`src/rtl/alu_arb.sv`:
```
// Two-requester ALU with round-robin arbitration and an IDLE/EXEC two-state controller.
// ack is combinational in IDLE; result and flags are registered at the end of EXEC.
module alu_arb (
   input  logic        i_clk,
   input  logic        i_rst,
   input  logic        i_req0,
   input  logic [2:0]  i_op0,
   input  logic [31:0] i_a0,
   input  logic [31:0] i_b0,
   output logic        o_ack0,
   output logic        o_done0,
   input  logic        i_req1,
   input  logic [2:0]  i_op1,
   input  logic [31:0] i_a1,
   input  logic [31:0] i_b1,
   output logic        o_ack1,
   output logic        o_done1,
   output logic [31:0] o_result,
   output logic        o_zf,
   output logic        o_sf
);

   typedef enum logic {StIdle, StExec} state_e;

   localparam logic [2:0] OpAdd = 3'b000;
   localparam logic [2:0] OpOr  = 3'b001;
   localparam logic [2:0] OpAnd = 3'b100;
   localparam logic [2:0] OpSub = 3'b101;
   localparam logic [2:0] OpXor = 3'b110;
   localparam logic [2:0] OpCmp = 3'b111;

   state_e      r_state;
   logic        r_last;   // 1: requester 1 was granted last
   logic        r_gnt;    // requester owning the in-flight operation
   logic [2:0]  r_op;
   logic [31:0] r_a;
   logic [31:0] r_b;
   logic [31:0] r_result;
   logic        r_zf;
   logic        r_sf;

   logic        w_idle;
   logic        w_exec;
   logic        w_gnt0;
   logic        w_gnt1;
   logic [31:0] w_res;
   logic        w_upd_res;

   assign w_idle = (r_state == StIdle) && !i_rst;
   assign w_exec = (r_state == StExec) && !i_rst;
   assign w_gnt0 = w_idle && i_req0 && (!i_req1 || r_last);
   assign w_gnt1 = w_idle && i_req1 && (!i_req0 || !r_last);

   always_comb begin
      w_res     = '0;
      w_upd_res = 1'b1;
      case (r_op)
         OpAdd:   w_res = r_a + r_b;
         OpOr:    w_res = r_a | r_b;
         OpAnd:   w_res = r_a & r_b;
         OpSub:   w_res = r_b - r_a;
         OpXor:   w_res = r_a ^ r_b;
         OpCmp: begin
            w_res     = r_b - r_a;
            w_upd_res = 1'b0;
         end
         default: w_res = '0;
      endcase
   end

   always_ff @(posedge i_clk) begin
      if (i_rst) begin
         r_state  <= StIdle;
         r_last   <= 1'b1;
         r_gnt    <= 1'b0;
         r_op     <= '0;
         r_a      <= '0;
         r_b      <= '0;
         r_result <= '0;
         r_zf     <= 1'b0;
         r_sf     <= 1'b0;
      end else begin
         case (r_state)
            StIdle: begin
               if (w_gnt0 || w_gnt1) begin
                  r_op    <= w_gnt1 ? i_op1 : i_op0;
                  r_a     <= w_gnt1 ? i_a1 : i_a0;
                  r_b     <= w_gnt1 ? i_b1 : i_b0;
                  r_gnt   <= w_gnt1;
                  r_last  <= w_gnt1;
                  r_state <= StExec;
               end
            end
            StExec: begin
               if (w_upd_res) r_result <= w_res;
               r_zf    <= (w_res == 32'd0);
               r_sf    <= w_res[31];
               r_state <= StIdle;
            end
            default: r_state <= StIdle;
         endcase
      end
   end

   assign o_ack0   = w_gnt0;
   assign o_ack1   = w_gnt1;
   assign o_done0  = w_exec && !r_gnt;
   assign o_done1  = w_exec && r_gnt;
   assign o_result = r_result;
   assign o_zf     = r_zf;
   assign o_sf     = r_sf;

endmodule

```
`config.mk`:
```
export PLATFORM = sky130hd
export DESIGN_NAME = alu_arb
export DESIGN_NICKNAME = d
export VERILOG_FILES = /design/src/rtl/alu_arb.sv
export SDC_FILE = /design/constraint.sdc
export NUM_CORES = 1
export LEC_CHECK = 0
export ABC_AREA = 1
export BUFFER_PORTS_ARGS = -buffer_cell sky130_fd_sc_hd__buf_2
export CAP_MARGIN = 40
export CORE_MARGIN = 2
export CORE_UTILIZATION = 49
export CTS_CLUSTER_DIAMETER = 50
export DETAILED_ROUTE_END_ITERATION = 10
export PLACE_DENSITY = 0.74
export SLEW_MARGIN = 5
export SYNTH_ARGS = -nofsm -noshare
export SYNTH_HDL_FRONTEND = slang
export SYNTH_SLANG_ARGS = --single-unit
```
`constraint.sdc`:
```
create_clock -name i_clk -period 3.2 [get_ports i_clk]
set_input_delay 0.16 -clock i_clk [delete_from_list [all_inputs] [get_ports i_clk]]
set_output_delay 0.16 -clock i_clk [all_outputs]
set_load 0.02 [all_outputs]
```
Word-level counts from Yosys, hierarchy flattened
Index checks and enable logic that the tools add are counted.

Memory bits (writable): 0. Bits of input ports: 138. Register bits: 104. Memories kept: 0. Latch bits: 0. Word-level logic and storage cells: 48. Memory bits (read-only): 0.

Multiply operators: 0. $lt $le $gt $ge: 0. Divide/modulo/power cells: 0. Add/subtract/negate cells: 2. Equal/unequal tests: 5. Bitwise logic cells: 5. Muxes and demuxes: 6. Shift-type cells: 0. Reduce and logical (&&, ||, !) cells: 21.

Operators by type and width (count): $pmux 32 s5 (1); $mux 32 (2); $add 32x32->32 (1); $and 32x32->32 (1); $logic_not 32->1 (1); $or 32x32->32 (1); $sub 32x32->32 (1); $xor 32x32->32 (1); $eq 3x3->1 const B (4); $logic_and 1x1->1 (8); $logic_not 1->1 (5); $reduce_and 2->1 (2); $eq 3x1->1 const B (1); $logic_not 3->1 (1); $logic_or 1x1->1 (3); $mux 3 (1); $not 1->1 (2); $pmux 1 s2 (1); $reduce_or 2->1 (1); $mux 1 (1).

Logic depth before layout (Yosys ltp)
Gate-level depths: netlist (run 1).

Depth after elaboration: 7. Gate-level depth with buffers: 31. Gate-level depth less buffers: 31.

Least setup slack after synthesis (run 1)
Ideal clock, no wire load.

Path kind: reg-to-reg. Start: register r_a[0]. End: register r_zf (netlist: o_zf). Path slack: 0.107 ns. Data required time: 3.142 ns. Arrival time: 3.035 ns. Cell stages (with the launch flop): 29. Library setup time: 0.058 ns. Path buffers: 0. Cell sequence: dfxtp_1 -> inv_1 -> ha_1 -> inv_1 -> nor3_2 -> nand3_1 -> nor3_2 -> nand3_1 -> nor2_1 -> nand3_1 -> nor2_1 -> nor2_1 -> a21oi_1 -> xor2_1 -> ha_1 -> inv_1 -> nor3_1 -> nand2_1 -> nor2_1 -> nand2_1 -> nand2_1 -> nand2_1 -> nand3_1 -> nand2_1 -> nor2_1 -> nand2_1 -> nor2_1 -> nand2_1 -> nand2_1.

Longest elaborated chain between the ends: 3. Elaborated cells between the ends (all ways): 7. Classes of those cells: add/sub: 2; mux: 1; bitwise: 3; reduce/logical: 1.

Ends and longest elaborated chain: start, declared (RTL line 36) `logic [31:0] r_a;`; start signal, assigned (RTL line 87) `r_a <= w_gnt1 ? i_a1 : i_a0;`; $sub 32x32->32, or another cell as far along (RTL line 61, 64); $pmux 32 s5 (*) (RTL line 57) `case (r_op)`; $logic_not 32->1 (*) (RTL line 96) `r_zf <= (w_res == 32'd0);`; end signal, assigned (RTL line 96); end, declared (RTL line 39) `logic r_zf;`.

Mark *: on every way between the ends. The rest lies on a longest branch, timed or not. A chain may end at the register's enable or synchronous reset.

Worst setup path after layout (run 1)
Ends and elaborated chain as after synthesis.

==> flow_metrics.tcl, run 1 <==
set metrics [dict create \
    yosysWarningCount 0 \
    core_area_um2 19400 \
    slew_viol_final 0 \
    grt_max_degree 71 \
    place_area_um2 11600 \
    fmax_mhz 292 \
    clock-root-buffer "clkbuf_16" \
    cp_num_buf_inv 5 \
    clk-insertion-delay-late_ns 0.37 \
    ys_seq_elements 104 \
    cts.htree.levels 3 \
    critPathMaxStageDelay_ns 0.34 \
    routed_wl_um 32500 \
    fin_cells 2132 \
    cts_made_buffers 9 \
    min_period_ns 3.43 \
    hpwl_um 24300 \
    grt_setup_unrepaired "true" \
    grt_pass1_wl_um 48800 \
    antenna_found_initial 1 \
    tightest_slew_ns 0.884 \
    power_leakage_nw 7.06 \
    worstPathMaxFanout 3 \
    fin_crit_sh 1.07 \
    clk_pin_slew_worst_paths_ns 0.08 \
    setup_viol 8 \
    antennaDiodeCount 0 \
    grt_pass1_vias 9780 \
    cp_top_family "simple AND/OR/NAND/NOR gates" \
    relSlewSlack 0.410 \
    routabilityCongestion 0.902 \
    worst_setup_path_end_kind "register" \
    drtAntennaViolNets 0 \
    netlist_area_um2 9650 \
    p_per_area_nw_per_um2 461 \
    synth-edff-count 0 \
    port_buffers 175 \
    final_layout_size_suffix_gt1_frac 0.313 \
    critPathLaunchType "register" \
    start_util 0.497 \
    syn_area_per_cell_um2 6.10 \
    dieArea_um2 20800 \
    num_rows 51 \
    wl_per_cell_um 15.2 \
    syn_nets 1816 \
    arrival_ns 3.74 \
    clock_path_buffers 2 \
    hold_path.class "input port to register" \
    syn_inst 1581 \
    drtIter0Drc 754 \
    syn_to_final_growth_pct 35.6 \
    design_area_um2 13100 \
    peakVddDrop_v 0.000292 \
    die_w_um 144 \
    crit_path_frequent_cell "nand2_1" \
    slowest_stage "dfxtp_2" \
    num_io_pins 176 \
    hold_viol 0 \
    synth-seq-area-share 0.216 \
    vias 11100 \
    fin_worst_skew_ns 0.00909 \
    crit_type "register to register" \
    fin_ws_ns -0.229 \
    first_pass_iters 5 \
    yosys_most_used_dff "dfxtp_1" \
    violations "negative setup slack" \
    drc 0 \
    die_y_um 144 \
    overflow 0 \
    cap_violations 0 \
    cts_tree "built" \
    grtUsageTotal 0.299 \
    finalNetCount 2097 \
    tns_ns -0.826 \
    async_flop_share 0 \
    routed_via_density 5.20 \
    dp_cells 2092 \
    ys_types 39 \
    outcome "complete, but fails checks" \
    crit_required_ns 3.51 \
    cts_sinks 104 \
]
## metrics by stage
stage          power (mW)  utilization  setup WS (ns)  hold slack [ns]
5_1_grt              6.43        0.675         -0.505           0.0750
3_5_place_dp         4.16        0.596         -0.386            0.446
2_1_floorplan        3.13            -          0.107            0.349
4_1_cts              5.53        0.637         -0.320           0.0678
6_report             6.04        0.675         -0.229           0.0710
3_3_place_gp         4.11        0.596         -0.307            0.438
## what timing repair did
action / in CTS / in global routing
pin swaps: 88 / 77
setup buffers: 14 / 10
gates resized for setup: 143 / 167
hold buffers: 0 / 0
endpoints found under the setup margin: 18 / 26
## cells in the mapped netlist (3+ instances only)
library cell	count	area [µm²]
nor2_1	119	447
buf_4	4	30.0
nand2_1	416	1560
buf_2	8	40.0
inv_2	5	18.8
o21bai_1	68	510
a221oi_1	23	201
and2_1	4	25.0
inv_1	294	1100
dfxtp_1	104	2080
nor3_2	3	30.0
a21oi_1	114	571
o21ai_0	105	526
nor3_1	5	25.0
nand4_1	13	81.3
o21ai_1	5	25.0
buf_6	5	56.3
xor2_1	30	263
nand3_1	88	440
nand3b_1	8	60.1
ha_1	96	1200
clkbuf_1	41	154
## final cells by class
class                   count  area, µm²
repair buffers            330       2080
fillers                  1778       6310
multi-input cells        1118       7170
clock buffers              10        239
flip-flops and latches    104       2090
well taps                 265        332
inverters                 299       1120
clock inverters             6       48.8
## cell usage in the layout, fill, tap and decap left out, types with 67 or more instances in the layout
master / netlist / layout
nand3_1: 88 / 71
nand2_1: 416 / 334
a21oi_1: 114 / 100
ha_1: 96 / 74
o21bai_1: 68 / 67
nor2_1: 119 / 84
buf_2: 8 / 175
buf_4: 4 / 143
inv_1: 294 / 272
o21ai_0: 105 / 85
dfxtp_1: 104 / 100
## registers in the layout, summed over array words and instances, names as in the netlist
name      cells
o_result     32
o_sf          1
o_zf          1
r_a          32
r_b          32
r_gnt         1
r_last        1
r_op          3
r_state       1
## worst paths after layout
path	from	endpoint	slack (ns)	depth (start not counted)
hold / removal	i_a0[23]	r_a[23]	0.07	3
setup reg to reg	r_a[0]	o_zf	-0.23	29
setup / recovery	r_a[0]	o_zf	-0.23	29
hold reg to reg	r_gnt	r_gnt	0.50	2
## routing by layer
layer,track usage,wire (µm),vias up
met1,0.427,15000,5036
met4,0.0879,687,0
met5,0,0,-
met3,0.0401,2180,57
li1,-,-,5570
met2,0.469,14600,417
## kinds of logic (layout without fill, tap and decap cells)
logic type	count (synthesis)	after routing	share of synthesized area
fa+ha+maj	97	97	0.127
buf+inv	359	645	0.146
flops	104	104	0.216
xor+xnor	30	30	0.0272
simple gates	666	666	0.285
compound gates	325	325	0.199
## worst min-delay path, stage by stage
cell      delay [ns]
buf_2           0.08
o21bai_1        0.06
a21oi_1         0.11
## power breakdown
| group | internal [mW] | switching, mW |
|---|---|---|
| Combinational | 1.45 | 1.93 |
| Sequential | 1.41 | 0.120 |
| Clock | 0.560 | 0.560 |
No activity file was read; power rests on OpenSTA's default activity.
==> run 2: changes to the inputs <==
--- a/config.mk
+++ b/config.mk
@@ -12,7 +12,7 @@
 export CORE_UTILIZATION = 49
 export CTS_CLUSTER_DIAMETER = 50
 export DETAILED_ROUTE_END_ITERATION = 10
-export PLACE_DENSITY = 0.74
+export PLACE_DENSITY = 0.72
 export SLEW_MARGIN = 5
 export SYNTH_ARGS = -nofsm -noshare
 export SYNTH_HDL_FRONTEND = slang
==> constraint.sdc (replaced) <==
create_clock -name i_clk -period 4.39 [get_ports i_clk]
set_input_delay 0.2195 -clock i_clk [delete_from_list [all_inputs] [get_ports i_clk]]
set_output_delay 0.2195 -clock i_clk [all_outputs]
set_load 0.02 [all_outputs]
==> flow_metrics.tcl, run 2 (synthesized netlist as in run 1, its figures left out) <==
set metrics [dict create \
    outcome "completed" \
    cts_setup_buffers 0 \
    final_layout_size_suffix_gt1_frac 0.131 \
    worst_setup_path_end_kind "register" \
    drtAntennaViolNets 0 \
    overflow 0 \
    fin_crit_sh 0.889 \
    clock_path_buffers 2 \
    hold_path_depth 3 \
    cp-startpoint "r_a[0]" \
    die_y_um 144 \
    p_per_area_nw_per_um2 325 \
    crit_path_frequent_cell "nand2_1" \
    crit_required_ns 4.70 \
    setup_viol 0 \
    worstPathMaxFanout 6 \
    fillCellCount 2024 \
    grt_setup_unrepaired "false" \
    grt_pass1_wl_um 44900 \
    syn_to_final_growth_pct 14.1 \
    first_pass_iters 5 \
    reg2reg_slack_ns 0.49 \
    dieArea_um2 20800 \
    cap_violations 0 \
    relSlewSlack 0.497 \
    clk_pin_slew_worst_paths_ns 0.08 \
    cts_tree "built" \
    routed_wl_um 28600 \
    start_util 0.497 \
    slowest_stage "ha_1" \
    antenna_found_initial 0 \
    drtIter0Drc 739 \
    critPathLaunchType "register" \
    fin_worst_skew_ns 0.0153 \
    num_rows 51 \
    drc 0 \
    slew_viol_final 0 \
    peakVddDrop_v 0.000199 \
    num_io_pins 176 \
    cts_made_buffers 9 \
    grt_max_degree 69 \
    hold_path.class "input port to register" \
    reg2reg_from "r_a[0]" \
    cts_sinks 104 \
    vias 10200 \
    clock-root-buffer "clkbuf_16" \
    cts.htree.levels 3 \
    die_w_um 144 \
    tightest_slew_ns 0.753 \
    post_cts_resized 0 \
    clk-insertion-delay-late_ns 0.37 \
    critPathMaxStageDelay_ns 0.40 \
    hpwl_um 23000 \
    routed_via_density 5.13 \
    dp_cells 1973 \
    grt_pass1_vias 8821 \
    hold_viol 0 \
    worstRegToRegCells 28 \
    port_buffers 175 \
    fin_cells 1989 \
    ctsHoldBuffers 0 \
    fmax_mhz 256 \
    finalNetCount 1954 \
    crit_type "register to register" \
    final_cell_mix "nand2_1 (416), inv_1 (292), buf_2 (175), nor2_1 (119), a21oi_1 (114)" \
    arrival_ns 4.21 \
    routabilityCongestion 0.984 \
    antennaDiodeCount 0 \
    wl_per_cell_um 14.4 \
    grtUsageTotal 0.277 \
    core_area_um2 19400 \
    min_from "i_b0[5]" \
    min_period_ns 3.90 \
    seq_area_um2 2080 \
    tns_ns 0 \
    layout_commonest_cell "nand2_1" \
    power_leakage_nw 6.13 \
    multi_input_area_um2 6170 \
]
-- run 2: layout make-up --
| class | instances | share of cell area |
|---|---|---|
| Multi-Input combinational cell | 1118 | 0.560 |
| Tap cell | 265 | 0.0301 |
| Clock buffer | 10 | 0.0217 |
| Inverter | 299 | 0.102 |
| Timing Repair Buffer | 187 | 0.0901 |
| Sequential cell | 104 | 0.189 |
| Clock inverter | 6 | 0.00637 |
-- run 2: worst paths after layout --
kind                  to
hold reg to reg   r_b[0]
hold / removal    r_b[5]
setup / recovery    o_zf
setup reg to reg    o_zf
-- run 2: critical path, delay by kind of cell (launching register included) --
kind	cells	cell delay [ns]
AO/OA/AOI/OAI	1	0.21
XOR/XNOR	1	0.10
adder cells (fa/ha/maj)	2	0.55
buffers and inverters	3	0.25
flip-flops	1	0.35
AND/OR/NAND/NOR	21	2.37
-- run 2: report_power, final --
group	switching, mW	total (mW)	internal [mW]
clock network	0.416	0.835	0.420
logic	1.04	1.62	0.575
registers	0.0937	1.12	1.03
-- run 2: through the flow --
step           power, mW  hold slack, ns  setup slack [ns]  utilization  cell area [µm²]
2_1_floorplan       2.28           0.408              1.30            -             9650
3_3_place_gp        2.71           0.471             0.530        0.549            10700
3_5_place_dp        2.74           0.479             0.519        0.551            10700
4_1_cts             3.58           0.118             0.473        0.567            11000
5_1_grt             3.86           0.139            0.0280        0.567            11000
6_report            3.58           0.122             0.488        0.567            11000
-- run 2: layer usage --
layer | GRT usage | part of all wire
met1 | 0.407 | 0.50
met2 | 0.432 | 0.43
met3 | 0.0298 | 0.054
met4 | 0.0664 | 0.015
met5 | 0 | 0
==> run 3: changes to the inputs <==
--- a/config.mk
+++ b/config.mk
@@ -10,8 +10,10 @@
 export CAP_MARGIN = 40
 export CORE_MARGIN = 2
 export CORE_UTILIZATION = 49
+export CTS_BUF_LIST = sky130_fd_sc_hd__clkbuf_16
 export CTS_CLUSTER_DIAMETER = 50
 export DETAILED_ROUTE_END_ITERATION = 10
+export GPL_ROUTABILITY_DRIVEN = 1
 export PLACE_DENSITY = 0.72
 export SLEW_MARGIN = 5
 export SYNTH_ARGS = -nofsm -noshare
==> flow_metrics.tcl, run 3 (synthesized netlist as in run 1, its figures left out) <==
set metrics [dict create \
    grt_pass1_vias 8805 \
    outcome "completed" \
    die_w_um 144 \
    layout_commonest_cell "nand2_1" \
    slowest_stage "ha_1" \
    relSlewSlack 0.486 \
    vias 10300 \
    worstPathMaxFanout 6 \
    num_rows 51 \
    finalCoreUtilization 0.567 \
    worst_setup_path_end_kind "register" \
    dp_cells 1973 \
    fin_ws_ns 0.466 \
    multi_input_area_um2 6170 \
    cp_num_buf_inv 3 \
    port_buffers 175 \
    hold_path_depth 3 \
    hold_path.class "input port to register" \
    wl_per_cell_um 14.4 \
    crit_type "register to register" \
    cts_sinks 104 \
    clock_path_buffers 2 \
    start_util 0.497 \
    peakVddDrop_v 0.000200 \
    fin_cells 1989 \
    seq_area_um2 2080 \
    dieArea_um2 20800 \
    drtIter0Drc 711 \
    first_pass_iters 7 \
    grtUsageTotal 0.276 \
    grt_setup_unrepaired "false" \
    routed_via_density 5.16 \
    fillCellCount 2027 \
    fin_worst_skew_ns 0.0157 \
    drtAntennaViolNets 0 \
    fin_crit_sh 0.894 \
    whs_ns 0.122 \
    worstRegToRegCells 28 \
    die_y_um 144 \
    overflow 0 \
    final_layout_size_suffix_gt1_frac 0.130 \
    tns_ns 0 \
    cp.depth 28 \
    clk_pin_slew_worst_paths_ns 0.08 \
    critPathMaxStageDelay_ns 0.39 \
    final_cell_mix "nand2_1 (416), inv_1 (292), buf_2 (175), nor2_1 (119), a21oi_1 (114)" \
    routed_wl_um 28700 \
    slew_viol_final 0 \
    tightest_slew_ns 0.770 \
    crit_required_ns 4.70 \
    finalNetCount 1954 \
    p_per_area_nw_per_um2 324 \
    grt_max_degree 69 \
    clock-root-buffer "clkbuf_16" \
    drc 0 \
    min_period_ns 3.92 \
    syn_to_final_growth_pct 14.0 \
    power_leakage_nw 6.12 \
    setup_viol 0 \
    grt_pass1_wl_um 44900 \
    cts_made_buffers 9 \
    arrival_ns 4.23 \
    fmax_mhz 255 \
    antenna_found_initial 0 \
    cts_tree "built" \
    clk-insertion-delay-late_ns 0.37 \
    cp_top_family "simple AND/OR/NAND/NOR gates" \
    crit_path_frequent_cell "nand2_1" \
    routabilityCongestion 0.984 \
    core_area_um2 19400 \
    critPathLaunchType "register" \
    hpwl_um 23000 \
    cts.htree.levels 3 \
    num_io_pins 176 \
    cap_violations 0 \
    hold_viol 0 \
    antennaDiodeCount 0 \
    pre_cts_ws_ns 0.519 \
]
## run 3: cell types whose count changed in the layout (fill, tap and decap cells not counted)
cell,before,now
clkbuf_8,1,0
clkinv_1,0,1
## run 3: final timing paths
kind         startpoint     end  slack (ns)
max              r_a[0]    o_zf        0.47
min             i_b0[5]  r_b[5]        0.12
max reg2reg      r_a[0]    o_zf        0.47
min reg2reg      r_b[0]  r_b[0]        0.49
## run 3: tightest hold or removal path, delay by kind of cell
family                 cells  cell delay, ns
AOI/OAI and AO/OA          2            0.17
buffers and inverters      1            0.08
## run 3: per-layer routing
metal / wire [µm] / track usage
met5: 0 / 0
met4: 431 / 0.0664
met3: 1900 / 0.0298
met2: 12300 / 0.431
met1: 14100 / 0.407
## run 3: power by group
part	switching [mW]	leakage, nW	total [mW]	internal (mW)
registers	0.0937	0.852	1.12	1.03
clock network	0.417	0.145	0.820	0.402
logic	1.05	5.13	1.62	0.575
## run 3: metrics by stage
stage,power [mW],instance area (µm²)
2_1_floorplan,2.28,9650
3_3_place_gp,2.71,10700
3_5_place_dp,2.74,10700
4_1_cts,3.56,11000
5_1_grt,3.84,11000
6_report,3.56,11000
## run 3: timing repair
action / CTS / global route
setup endpoints to repair: 0 / 1
hold buffers: 0 / 0
endpoints found under the hold margin: 0 / 0
resized for setup: 0 / 1
setup buffers: 0 / 0
## run 3: area by class of cell
| class | count | share of cell area |
|---|---|---|
| Multi-Input combinational cell | 1118 | 0.561 |
| Sequential cell | 104 | 0.189 |
| Inverter | 299 | 0.102 |
| Timing Repair Buffer | 187 | 0.0901 |
| Tap cell | 265 | 0.0302 |
| Clock buffer | 9 | 0.0205 |
| Clock inverter | 7 | 0.00672 |
